===== config.mk =====
export PLATFORM = sky130hd
export DESIGN_NAME = tuning_sequencer
export DESIGN_NICKNAME = d
export VERILOG_FILES = /design/src/rtl/tuning_pkg.sv /design/src/rtl/cycle_timer.sv /design/src/rtl/tuning_sequencer.sv
export SDC_FILE = /design/constraint.sdc
export NUM_CORES = 1
export LEC_CHECK = 0
export CELL_PAD_IN_SITES_DETAIL_PLACEMENT = 2
export CELL_PAD_IN_SITES_GLOBAL_PLACEMENT = 2
export CORE_MARGIN = 10
export CORE_UTILIZATION = 34
export DETAILED_ROUTE_END_ITERATION = 8
export PLACE_DENSITY = 0.77
export SETUP_SLACK_MARGIN = 0.5
export SYNTH_ARGS = -nofsm -noshare
export SYNTH_HDL_FRONTEND = slang
export SYNTH_SLANG_ARGS = --single-unit
export TNS_END_PERCENT = 30

===== constraint.sdc =====
create_clock -name clk -period 4.3 [get_ports clk]
set_clock_uncertainty 0.05 [all_clocks]
set_input_delay 0.86 -clock clk [delete_from_list [all_inputs] [get_ports clk]]
set_output_delay 0.86 -clock clk [all_outputs]
set_load 0.05 [all_outputs]

===== src/rtl/tuning_pkg.sv =====
// Shared types for the Q-tuning sequencer: FSM states, fault codes and a small
// constant helper used when sizing the shared timer.
package tuning_pkg;

  typedef enum logic [2:0] {
    StIdle,
    StEngRst,
    StSettle,
    StMeasure,
    StEval,
    StLocked,
    StFault
  } state_t;

  typedef enum logic [1:0] {
    FC_NONE     = 2'b00,
    FC_TIMEOUT  = 2'b01,
    FC_UNSTABLE = 2'b10,
    FC_MAXITER  = 2'b11
  } fault_code_t;

  function automatic int unsigned max_u(input int unsigned a, input int unsigned b);
    return (a > b) ? a : b;
  endfunction

endpackage


===== src/rtl/cycle_timer.sv =====
// Loadable down-counter shared by the settle and measurement phases; saturates at zero
// and flags it. Load takes priority over decrement.
module cycle_timer #(
  parameter int unsigned WIDTH = 4
) (
  input  logic             clk,
  input  logic             rst,
  input  logic             load_i,
  input  logic             dec_i,
  input  logic [WIDTH-1:0] load_val_i,
  output logic             zero_o
);

  logic [WIDTH-1:0] cnt_q, cnt_d;

  always_comb begin
    cnt_d = cnt_q;
    if (load_i) begin
      cnt_d = load_val_i;
    end else if (dec_i && (cnt_q != '0)) begin
      cnt_d = cnt_q - WIDTH'(1);
    end
  end

  always_ff @(posedge clk or posedge rst) begin
    if (rst) begin
      cnt_q <= '0;
    end else begin
      cnt_q <= cnt_d;
    end
  end

  assign zero_o = (cnt_q == '0);

endmodule


===== src/rtl/tuning_sequencer.sv =====
// Sequences one Q-tuning run around the search engine: engine reset, analog settling,
// Q measurement, convergence check and iteration handshake. All outputs are registered.
module tuning_sequencer
  import tuning_pkg::*;
#(
  parameter int unsigned BUS_WIDTH     = 10,
  parameter int unsigned TOL           = 1,
  parameter int unsigned SETTLE_CYCLES = 16,
  parameter int unsigned MEAS_TIMEOUT  = 1024,
  parameter int unsigned MAX_ITER      = 32
) (
  input  logic                            clk,
  input  logic                            rst,
  input  logic                            start,
  input  logic                            abort,
  input  logic [BUS_WIDTH-1:0]            q_desired,
  input  logic [BUS_WIDTH-1:0]            i_ref,
  input  logic                            engine_unstable,
  input  logic                            meas_done,
  input  logic [BUS_WIDTH-1:0]            q_measured,
  output logic                            engine_rst,
  output logic                            engine_ready,
  output logic                            meas_start,
  output logic                            busy,
  output logic                            locked,
  output logic                            fault,
  output logic [1:0]                      fault_code,
  output logic [$clog2(MAX_ITER+1)-1:0]   iter_count
);

  localparam int unsigned IW   = $clog2(MAX_ITER + 1);
  localparam int unsigned TMax = max_u(SETTLE_CYCLES, MEAS_TIMEOUT);
  localparam int unsigned TW   = (TMax > 1) ? $clog2(TMax) : 1;

  localparam logic [TW-1:0]        SettleLoad = TW'(SETTLE_CYCLES - 1);
  localparam logic [TW-1:0]        MeasLoad   = TW'(MEAS_TIMEOUT - 1);
  localparam logic [IW-1:0]        MaxIter    = IW'(MAX_ITER);
  localparam logic [BUS_WIDTH:0]   TolW       = (BUS_WIDTH + 1)'(TOL);

  state_t                state_q, state_d;
  fault_code_t           fc_q, fc_d;
  logic [BUS_WIDTH-1:0]  q_target_q, q_target_d;
  logic [BUS_WIDTH-1:0]  q_meas_q, q_meas_d;
  logic [BUS_WIDTH-1:0]  iref_prev_q;
  logic [IW-1:0]         iter_q, iter_d;
  logic                  engine_rst_q, engine_rst_d;
  logic                  engine_ready_q, engine_ready_d;
  logic                  meas_start_q, meas_start_d;
  logic                  busy_q, busy_d;
  logic                  locked_q, locked_d;
  logic                  fault_q, fault_d;

  logic                  tmr_load, tmr_dec, tmr_zero;
  logic [TW-1:0]         tmr_val;
  logic                  iref_chg;
  logic signed [BUS_WIDTH:0] diff;
  logic [BUS_WIDTH:0]    adiff;
  logic                  within_tol;

  cycle_timer #(
    .WIDTH (TW)
  ) u_timer (
    .clk        (clk),
    .rst        (rst),
    .load_i     (tmr_load),
    .dec_i      (tmr_dec),
    .load_val_i (tmr_val),
    .zero_o     (tmr_zero)
  );

  assign iref_chg = (i_ref != iref_prev_q);

  // One extra bit keeps the full +/- range, so a far-off reading can never alias near target
  always_comb begin
    diff       = $signed({1'b0, q_meas_q}) - $signed({1'b0, q_target_q});
    adiff      = diff[BUS_WIDTH] ? $unsigned(-diff) : $unsigned(diff);
    within_tol = (adiff <= TolW);
  end

  always_comb begin
    state_d        = state_q;
    fc_d           = fc_q;
    q_target_d     = q_target_q;
    q_meas_d       = q_meas_q;
    iter_d         = iter_q;
    engine_rst_d   = 1'b0;
    engine_ready_d = 1'b0;
    meas_start_d   = 1'b0;
    tmr_load       = 1'b0;
    tmr_dec        = 1'b0;
    tmr_val        = SettleLoad;

    unique case (state_q)
      StIdle, StLocked, StFault: begin
        if (start || ((state_q == StLocked) && (q_desired != q_target_q))) begin
          state_d      = StEngRst;
          q_target_d   = q_desired;
          iter_d       = '0;
          fc_d         = FC_NONE;
          engine_rst_d = 1'b1;
        end
      end
      StEngRst: begin
        state_d  = StSettle;
        tmr_load = 1'b1;
      end
      StSettle: begin
        if (iref_chg) begin
          tmr_load = 1'b1;
        end else if (tmr_zero) begin
          state_d      = StMeasure;
          meas_start_d = 1'b1;
          tmr_load     = 1'b1;
          tmr_val      = MeasLoad;
        end else begin
          tmr_dec = 1'b1;
        end
      end
      StMeasure: begin
        if (meas_done) begin
          q_meas_d = q_measured;
          state_d  = StEval;
        end else if (tmr_zero) begin
          state_d = StFault;
          fc_d    = FC_TIMEOUT;
        end else begin
          tmr_dec = 1'b1;
        end
      end
      StEval: begin
        if (within_tol) begin
          state_d = StLocked;
        end else if (engine_unstable) begin
          state_d = StFault;
          fc_d    = FC_UNSTABLE;
        end else if (iter_q == MaxIter) begin
          state_d = StFault;
          fc_d    = FC_MAXITER;
        end else begin
          state_d        = StSettle;
          engine_ready_d = 1'b1;
          iter_d         = iter_q + IW'(1);
          tmr_load       = 1'b1;
        end
      end
      default: state_d = StIdle;
    endcase

    if (abort) begin
      state_d        = StIdle;
      fc_d           = FC_NONE;
      engine_rst_d   = 1'b0;
      engine_ready_d = 1'b0;
      meas_start_d   = 1'b0;
    end

    busy_d   = (state_d == StEngRst) || (state_d == StSettle) ||
               (state_d == StMeasure) || (state_d == StEval);
    locked_d = (state_d == StLocked);
    fault_d  = (state_d == StFault);
  end

  always_ff @(posedge clk or posedge rst) begin
    if (rst) begin
      state_q        <= StIdle;
      fc_q           <= FC_NONE;
      q_target_q     <= '0;
      q_meas_q       <= '0;
      iref_prev_q    <= '0;
      iter_q         <= '0;
      engine_rst_q   <= 1'b0;
      engine_ready_q <= 1'b0;
      meas_start_q   <= 1'b0;
      busy_q         <= 1'b0;
      locked_q       <= 1'b0;
      fault_q        <= 1'b0;
    end else begin
      state_q        <= state_d;
      fc_q           <= fc_d;
      q_target_q     <= q_target_d;
      q_meas_q       <= q_meas_d;
      iref_prev_q    <= i_ref;
      iter_q         <= iter_d;
      engine_rst_q   <= engine_rst_d;
      engine_ready_q <= engine_ready_d;
      meas_start_q   <= meas_start_d;
      busy_q         <= busy_d;
      locked_q       <= locked_d;
      fault_q        <= fault_d;
    end
  end

  assign engine_rst   = engine_rst_q;
  assign engine_ready = engine_ready_q;
  assign meas_start   = meas_start_q;
  assign busy         = busy_q;
  assign locked       = locked_q;
  assign fault        = fault_q;
  assign fault_code   = fc_q;
  assign iter_count   = iter_q;

endmodule


# Word level (Yosys, flattened, before mapping)

Cells that the tools add are included.

Flip-flop bits (word level): 57
Bits of input ports: 36
Word-level logic and storage cells: 106

$add $sub $neg: 4
Magnitude comparators: 1
Eq/ne operators: 24
Mux-type cells: 47
Reduce and logical (&&, ||, !) cells: 17

Operators with widths:

| operator                                             | number |
|---|---|
| 2-to-1 mux 10 bit                                    | 5 |
| 2-to-1 mux 3 bit                                     | 9 |
| 2-to-1 mux 6 bit                                     | 4 |
| != test 10 bit                                       | 2 |
| == test 3 bit, second input constant                 | 6 |
| 2-to-1 mux 1 bit                                     | 16 |
| one-hot mux 3 bit (5 select lines)                   | 1 |
| 2-to-1 mux 2 bit                                     | 7 |
| == test 3 x 2 -> 1 bit, second input constant        | 4 |
| != test 3 bit, second input constant                 | 4 |
| one-hot mux 6 bit (2 select lines)                   | 1 |
| <= comparator 11 x 1 -> 1 bit, second input constant | 1 |
| 2-to-1 mux 11 bit                                    | 1 |
| negator 11 bit                                       | 1 |
| subtractor 10 x 10 -> 11 bit                         | 1 |
| zero test 10 bit                                     | 1 |
| nonzero test 10 bit                                  | 1 |
| subtractor 10 x 1 -> 10 bit, second input constant   | 1 |
| != test 2 bit, second input constant                 | 4 |
| adder 6 x 1 -> 6 bit, second input constant          | 1 |
| == test 3 x 1 -> 1 bit, second input constant        | 2 |
| == test 6 bit, second input constant                 | 1 |
| one-hot mux 2 bit (3 select lines)                   | 1 |
| AND reduction 6 bit                                  | 1 |
| 11 further kinds                                     | 17 |

# Logic depth before layout (Yosys ltp)

Gate-level depths: netlist of run 1.

Depth in word-level cells: 11
Mapped depth: 15
Depth with buffers taken out: 14

# Hierarchy

From an unflattened synthesis of run 1, not the netlist that was laid out.

Cells, all modules: 379
Area total of the unflattened synthesis: 3697.3 µm²

Modules (own cells, without submodules):

| module           | instances | cells an instance | area an instance (µm²) |
|---|---|---|---|
| tuning_sequencer | 1         | 310               | 3041.7 |
| cycle_timer      | 1         | 69                | 655.6 |

# Least setup slack after synthesis of run 1

No wires, ideal clock.

Path kind: register -> register
Start point: reg q_meas_q[0]
End point: reg u_timer.cnt_q[5]
Library setup time: 0.096 ns
Arrival time: 3.810 ns
Required time: 4.154 ns
Path slack: 0.344 ns
Cell stages (with the launch flop): 15
Path buffers: 1
Cells stage by stage: dfrtp_1 inv_1 ha_1 inv_1 fa_1 a21o_1 a221oi_4 xnor2_1 or4_4 or4_4 a211oi_4 nor4_2 or3_1 buf_2 a311oi_2

Cells in the longest elaborated chain, start to end: 7
Elaborated cells on any way between the ends: 8
Classes of those cells: add/sub (2); order compare (1); mux (4); reduce/logical (1)

RTL lines:

| item                                                           | line                    | RTL |
|---|---|---|
| from (decl)                                                    | tuning_sequencer.sv:43  | `logic [BUS_WIDTH-1:0] q_meas_q, q_meas_d;` |
| from (signal assigned)                                         | tuning_sequencer.sv:181 | `q_meas_q <= q_meas_d;` |
| subtractor 10 x 10 -> 11 bit (*)                               | tuning_sequencer.sv:75  | `diff = $signed({1'b0, q_meas_q}) - $signed({1'b0, q_target_q});` |
| negator 11 bit                                                 | tuning_sequencer.sv:76  | `adiff = diff[BUS_WIDTH] ? $unsigned(-diff) : $unsigned(diff);` |
| 2-to-1 mux 11 bit (*)                                          | tuning_sequencer.sv:76  |  |
| <= comparator 11 x 1 -> 1 bit (*)                              | tuning_sequencer.sv:77  | `within_tol = (adiff <= TolW);` |
| 2-to-1 mux 1 bit (*)                                           | tuning_sequencer.sv:131 | `if (within_tol) begin` |
| one-hot mux 1 bit (3 select lines) (*)                         | tuning_sequencer.sv:93  | `unique case (state_q)` |
| 2-to-1 mux 10 bit / nonzero test 2 bit (equally long branches) | n/a                     |  |
| to (signal assigned)                                           | cycle_timer.sv:29       | `cnt_q <= cnt_d;` |
| to (decl)                                                      | cycle_timer.sv:14       | `logic [WIDTH-1:0] cnt_q, cnt_d;` |

Every way passes the cells marked *; elsewhere a longest branch is shown, timed or not.
A chain may end at the register's enable or synchronous reset.

# Worst setup path in the final report of run 1

Start point: reg q_target_q[0]
End point: reg u_timer.cnt_q[5]

Cells in the longest elaborated chain, start to end: 7
Elaborated cells on any way between the ends: 8
Classes of those cells: add/sub (2); order compare (1); mux (4); reduce/logical (1)

RTL lines:

| item                                                           | line                    | RTL |
|---|---|---|
| from (decl)                                                    | tuning_sequencer.sv:42  | `logic [BUS_WIDTH-1:0] q_target_q, q_target_d;` |
| from (signal assigned)                                         | tuning_sequencer.sv:180 | `q_target_q <= q_target_d;` |
| subtractor 10 x 10 -> 11 bit (*)                               | tuning_sequencer.sv:75  |  |
| negator 11 bit                                                 | tuning_sequencer.sv:76  |  |
| 2-to-1 mux 11 bit (*)                                          | tuning_sequencer.sv:76  |  |
| <= comparator 11 x 1 -> 1 bit (*)                              | tuning_sequencer.sv:77  |  |
| 2-to-1 mux 1 bit (*)                                           | tuning_sequencer.sv:131 |  |
| one-hot mux 1 bit (3 select lines) (*)                         | tuning_sequencer.sv:93  |  |
| 2-to-1 mux 10 bit / nonzero test 2 bit (equally long branches) | n/a                     |  |

Marks and branches as above.

==> results of run 1 <==
## path summary, 6_finish.rpt
check	to	cells past startpoint	slack, ns	startpoint
max in group asynchronous	u_timer.cnt_q[7]	3	2.46	rst
worst min-delay path	q_meas_q[3]	1	0.47	q_meas_q[3]
worst min register to register	q_meas_q[3]	1	0.47	q_meas_q[3]
min in group asynchronous	iter_count[5]	2	0.96	rst
worst max register to register	u_timer.cnt_q[5]	12	0.52	q_target_q[0]
worst max-delay path	u_timer.cnt_q[5]	12	0.52	q_target_q[0]
## routing by layer
metal	wire length [um]	GRT usage	up-vias
met1	4852	0.1706	1679
met3	390	0.03529	10
met4	174	0.04101	0
met5	0	0	-
li1	-	-	1585
met2	6402	0.3001	46
## area by class of cell
class                           instances  area [um^2]  area share
Clock buffer                           11        151.4     0.03196
Sequential cell                        57         1426      0.3011
Inverter                               23        86.33     0.01823
Tap cell                              136        170.2     0.03592
Timing Repair Buffer                   67        625.6      0.1321
Clock inverter                          4        76.32     0.01611
Multi-Input combinational cell        308         2201      0.4646
## layout by cell type, fill, tap and decap left out, types with 8 or more instances in the layout
cell type	count
o21ai_0	26
clkdlybuf4s50_1	49
inv_1	20
xor2_1	23
mux2_2	11
nand2_1	43
nor2_1	23
buf_4	18
nand2b_1	8
dfrtp_1	57
a21oi_1	23
ha_1	12
nor3_1	13
clkbuf_8	11
## sequential cells by signal, summed over array words and instances, names as in the netlist
signal	cells
engine_ready	1
iter_count	6
state_q	3
fault	1
busy	1
meas_start	1
locked	1
q_meas_q	10
fault_code	2
q_target_q	10
u_timer.cnt_q	10
iref_prev_q	10
engine_rst	1
## power by group through the flow
stage / Clock, mW / Sequential, mW / Combinational (mW)
2_1_floorplan: 0 / 0.644 / 0.694
3_3_place_gp: 0 / 0.644 / 0.915
3_5_place_dp: 0 / 0.648 / 0.954
4_1_cts: 0.604 / 0.638 / 1.01
5_1_grt: 0.632 / 0.647 / 1.16
6_report: 0.592 / 0.638 / 1.05
## synth_stat cells (2+ instances only)
cell type	number
nand2b_1	8
ha_1	14
nand3_1	7
nand3b_1	4
a21oi_1	23
mux2_2	11
xnor2_1	6
o21ai_0	27
nor4_1	7
o22ai_1	2
o211ai_1	4
mux2i_1	6
a21o_1	3
nor2b_1	7
inv_1	23
nand2_1	43
nand4_1	2
xor2_1	23
nor3_1	14
o21a_1	3
clkbuf_1	10
nor3b_1	4
or4_4	2
a31oi_1	5
o211a_1	2
and2_1	4
a21boi_0	2
or3_1	3
a211oi_1	3
nor4b_1	4
nor2_1	24
dfrtp_1	57
o22a_1	2
o31ai_1	5
and3_1	7
## stage by stage
stage / worst slack (ns) / total power [mW] / instances / util
6_report: 0.5163 / 2.281 / 606 / 0.4548
2_1_floorplan: 0.5299 / 1.339 / 400 / -
3_5_place_dp: 0.1977 / 1.602 / 581 / 0.4185
5_1_grt: 0.3655 / 2.436 / 606 / 0.4548
3_3_place_gp: 0.3678 / 1.558 / 581 / 0.4185
4_1_cts: 0.4512 / 2.248 / 605 / 0.4491
## worst max-delay path, stage by stage, from the launching register on
cell and delay, ns:
dfrtp_1 0.43, ha_4 0.17, inv_2 0.04, fa_2 0.34, a21o_1 0.21, a221oi_4 0.32
xnor2_2 0.13, or4_4 0.54, or4_4 0.46, a211oi_4 0.32, nor4_4 0.09, or3_4 0.39
a311oi_2 0.20
## cell families (layout without fill, tap and decap cells)
group           Yosys count  count (layout)
simple gates            146             146
compound gates          101             101
flops                    57              57
buf+inv                  35             105
xor+xnor                 29              29
mux                      17              17
fa+ha+maj                15              15
## timing repair
action,in CTS,in global routing
pin swaps,7,5
buffers inserted,9,1
endpoints found under the setup margin,22,25
hold buffers,0,0
resized for setup,6,12
==> metrics.yaml, run 1 <==
status: "finished, final reports clean"
postLayoutCellArea_um2: 4737
fin_setup_tns_ns: 0
core_area_um2: 10420
grt_first_pass_wirelength_mm: 19.10
worstSetupPathType: "reg2reg"
grt_use_total: 0.1576
synth_top_area_frac: 0.3875
synth_area_leader_cell: "dfrtp_1"
place_area_um2: 4359
clkSlewWorstSetupHoldPaths_ns: 0.07
post-dp-hpwl_mm: 9.094
hold_slack_ns: 0.4693
synth_edf_count: 0
switching_share: 0.3930
hold_path.class: "reg2reg"
fmax_ghz: 0.2643
cp_max_fo: 6
hold_viol: 0
synth-simple-area-share: 0.2094
grt_pass1_vias: 3613
syn_area_um2: 3681
muxShareOfSynthArea: 0.04997
htree_levels: 3
cp_data_required_time_ns: 4.49
cp.arrival_ns: 3.97
syn_to_final_growth_pct: 28.69
synthXorXnorAreaFrac: 0.06900
grt_max_degree: 39
dr_total_vias: 3320
setup_viol_count_final: 0
antenna_found_initial: 0
p_comb_frac: 0.461
final_max_slew_viol_count: 0
clock_latency_ns: 0.34
drc_errors: 0
drt-total-wl_mm: 11.82
synthAdderAreaFrac: 0.05303
grt_overflow: 0
die_x_um: 124.1
min_period_ns: 3.784
maxSlewHeadroom: 0.4409
rsz0062_at_grt: "yes"
synth_nets: 451
place.gp.congestion: 0.8500
power_switching_uw: 896.4
io-pin-count: 50
rows: 37
ys_ff_latch: 57
die-area_um2: 15390
vias_per_cell: 5.479
cts_buffer_depth: 2
fin_crit_sh: 0.8799
cts_inserted_buffers: 9
leakage_nw: 2.022
die-height_um: 124.1
nNetsFinal: 517
netlist_instances: 400
firstDrtPassIters: 4
syn_avg_cell_area_um2: 9.203
ir_drop_mv: 0.2784
synth_top_family_by_area: "simple AND/OR/NAND/NOR gates"
ys.flop_type: "dfrtp_1"
start_util: 0.3534
maxCapViolations: 0
ant_nets: 0
fillCellCount: 1147
power.share.clock: 0.260
wire_per_inst_um: 19.50
drive_above_1_share: 0.1574
synthArstFlopShare: 1.000
p_int_mw: 1.384
crit_path_end_kind: "flip-flop"
yosysUniqueCellTypes: 64
ys_top_cells_by_area: "dfrtp_1 39%, xor2_1 5.5%, ha_1 4.8%, nand2_1 4.4%, o21ai_0 3.7%"
cts_tree: "built"
root_buffer: "clkbuf_8"
ys_warn_count: 0
cts.sinks: 57
seq_area_frac_synth: 0.3875
synth-compound-area-share: 0.1931
cellPowerDensity_nw_per_um2: 481.5
n_antenna_cell: 0
placement.io_buffers: 49
crit_path_start_kind: "flip-flop"
worstMarginPinSlew_ns: 0.8374
drt_first_iter_violations: 170
power.share.sequential: 0.280
Note: power is estimated with default switching activity, not from simulation.
==> run 2, diff against run 1 <==
- GPL_ROUTABILITY_DRIVEN: not set -> 0
==> results of run 2 <==
No change in the layout: final DEF, timing and power equal those of run 1.
==> run 3, diff against run 2 <==
- CORE_MARGIN: 10 -> 2
==> run 3 against run 2 <==
Clock power decreased by 25%. Die area decreased by 24%. Sequential share of layout area increased by 0.074 points. Critical endpoint is now fault. Highest routed layer unchanged.
==> metrics.yaml, run 3 (same netlist as run 1, synthesis figures left out) <==
status: "finished, final reports clean"
antenna_found_initial: 0
place_area_um2: 4359
final_core_util: 0.4541
htree_levels: 3
crit_path_end_kind: "flip-flop"
fmax_ghz: 0.2596
grt_first_pass_wirelength_mm: 17.99
cts_inserted_buffers: 9
syn_to_final_growth_pct: 28.48
post-place-cells: 581
cellPowerDensity_nw_per_um2: 469.0
clock_latency_ns: 0.35
layout_common_cells: "56 x dfrtp_1, 49 x clkdlybuf4s50_1, 43 x nand2_1"
nNetsFinal: 519
drt_first_iter_violations: 63
grt_use_total: 0.2001
dr_total_vias: 3297
cp.arrival_ns: 4.06
leakage_nw: 2.005
setup_viol_count_final: 0
root_buffer: "clkbuf_8"
cts_hold_buf: 0
cts.sinks: 57
cts_tree: "built"
n_antenna_cell: 0
postLayoutCellArea_um2: 4730
maxSlewHeadroom: 0.4584
rsz0062_at_grt: "yes"
die_x_um: 108.1
die-height_um: 108.1
layout_commonest_cell: "dfrtp_1"
worstSetupPathType: "reg2reg"
grt_overflow: 0
hold_viol: 0
rows: 37
drt-total-wl_mm: 11.62
maxCapViolations: 0
core_area_um2: 10420
die-area_um2: 11670
wire_per_inst_um: 19.11
fin_setup_tns_ns: 0
ir_drop_mv: 0.2291
grt_pass1_vias: 3559
hold_slack_ns: 0.4696
clkSlewWorstSetupHoldPaths_ns: 0.07
worstMarginPinSlew_ns: 0.8112
grt_max_degree: 38
cp_data_required_time_ns: 4.51
hold_path.class: "reg2reg"
start_util: 0.3534
fin_crit_sh: 0.8958
cts_buffer_depth: 2
io-pin-count: 50
placement.io_buffers: 49
post-dp-hpwl_mm: 8.548
ant_nets: 0
final_max_slew_viol_count: 0
vias_per_cell: 5.423
drc_errors: 0
drive_above_1_share: 0.1589
min_period_ns: 3.852
crit_path_start_kind: "flip-flop"
cp_max_fo: 4
firstDrtPassIters: 4
fin_cells: 608
[run 3: routing by layer]
layer  vias up  share of wire  global-route usage
met2        44           0.54              0.3769
li1       1576              -                   -
met4         0          0.016             0.04945
met5         -              0                   0
met1      1662           0.42              0.2292
met3        15          0.023             0.04219
[run 3: area by class of cell]
type	count	area (um^2)
fill	1136	5687
multi-input combinational	309	2250
sequential	57	1428
timing repair buffer	68	633.1
tap	136	170.2
clock buffer	12	145.1
inverter	23	86.33
clock inverter	3	17.52
[run 3: power breakdown]
| group | switching (mW) | leakage, nW | internal [mW] | total, mW |
|---|---|---|---|---|
| Sequential | 0.0452 | 0.719 | 0.594 | 0.639 |
| Combinational | 0.636 | 1.20 | 0.498 | 1.13 |
| Clock | 0.225 | 0.0822 | 0.220 | 0.444 |
| Total | 0.906 | 2.00 | 1.31 | 2.22 |
[run 3: timing repair]
| action | 4_1_cts | 5_1_grt |
|---|---|---|
| hold endpoints to repair | 0 | 0 |
| endpoints found under the setup margin | 21 | 24 |
| setup buffers | 3 | 8 |
| pin swaps | 7 | 5 |
| gates resized for setup | 5 | 18 |
| cloned | 0 | 1 |
[run 3: worst paths after layout]
path | start | to | slack (ns) | depth (start not counted)
max | q_meas_q[0] | fault | 0.45 | 13
min | q_meas_q[8] | q_meas_q[8] | 0.47 | 1
max reg2reg | q_meas_q[0] | fault | 0.45 | 13
min reg2reg | q_meas_q[8] | q_meas_q[8] | 0.47 | 1
max in group asynchronous | rst | u_timer.cnt_q[8] | 2.47 | 3
min in group asynchronous | rst | iref_prev_q[1] | 0.94 | 2
[run 3: worst max-delay path, stage by stage (launching register included)]
cell and delay, ns:
dfrtp_1 0.39, inv_2 0.07, ha_4 0.13, inv_2 0.04, fa_2 0.37, a21o_1 0.21, a21oi_1 0.27, mux2i_2 0.34
nand3_1 0.21, or4_4 0.59, a211oi_4 0.37, o21ai_2 0.12, a221oi_2 0.34, nor4b_4 0.25
[run 3: stage by stage]
step	setup WS (ns)	total power, mW
2_1_floorplan	0.5299	1.339
3_3_place_gp	0.3653	1.561
3_5_place_dp	0.2189	1.604
4_1_cts	0.4447	2.090
5_1_grt	0.2718	2.381
6_report	0.4479	2.218
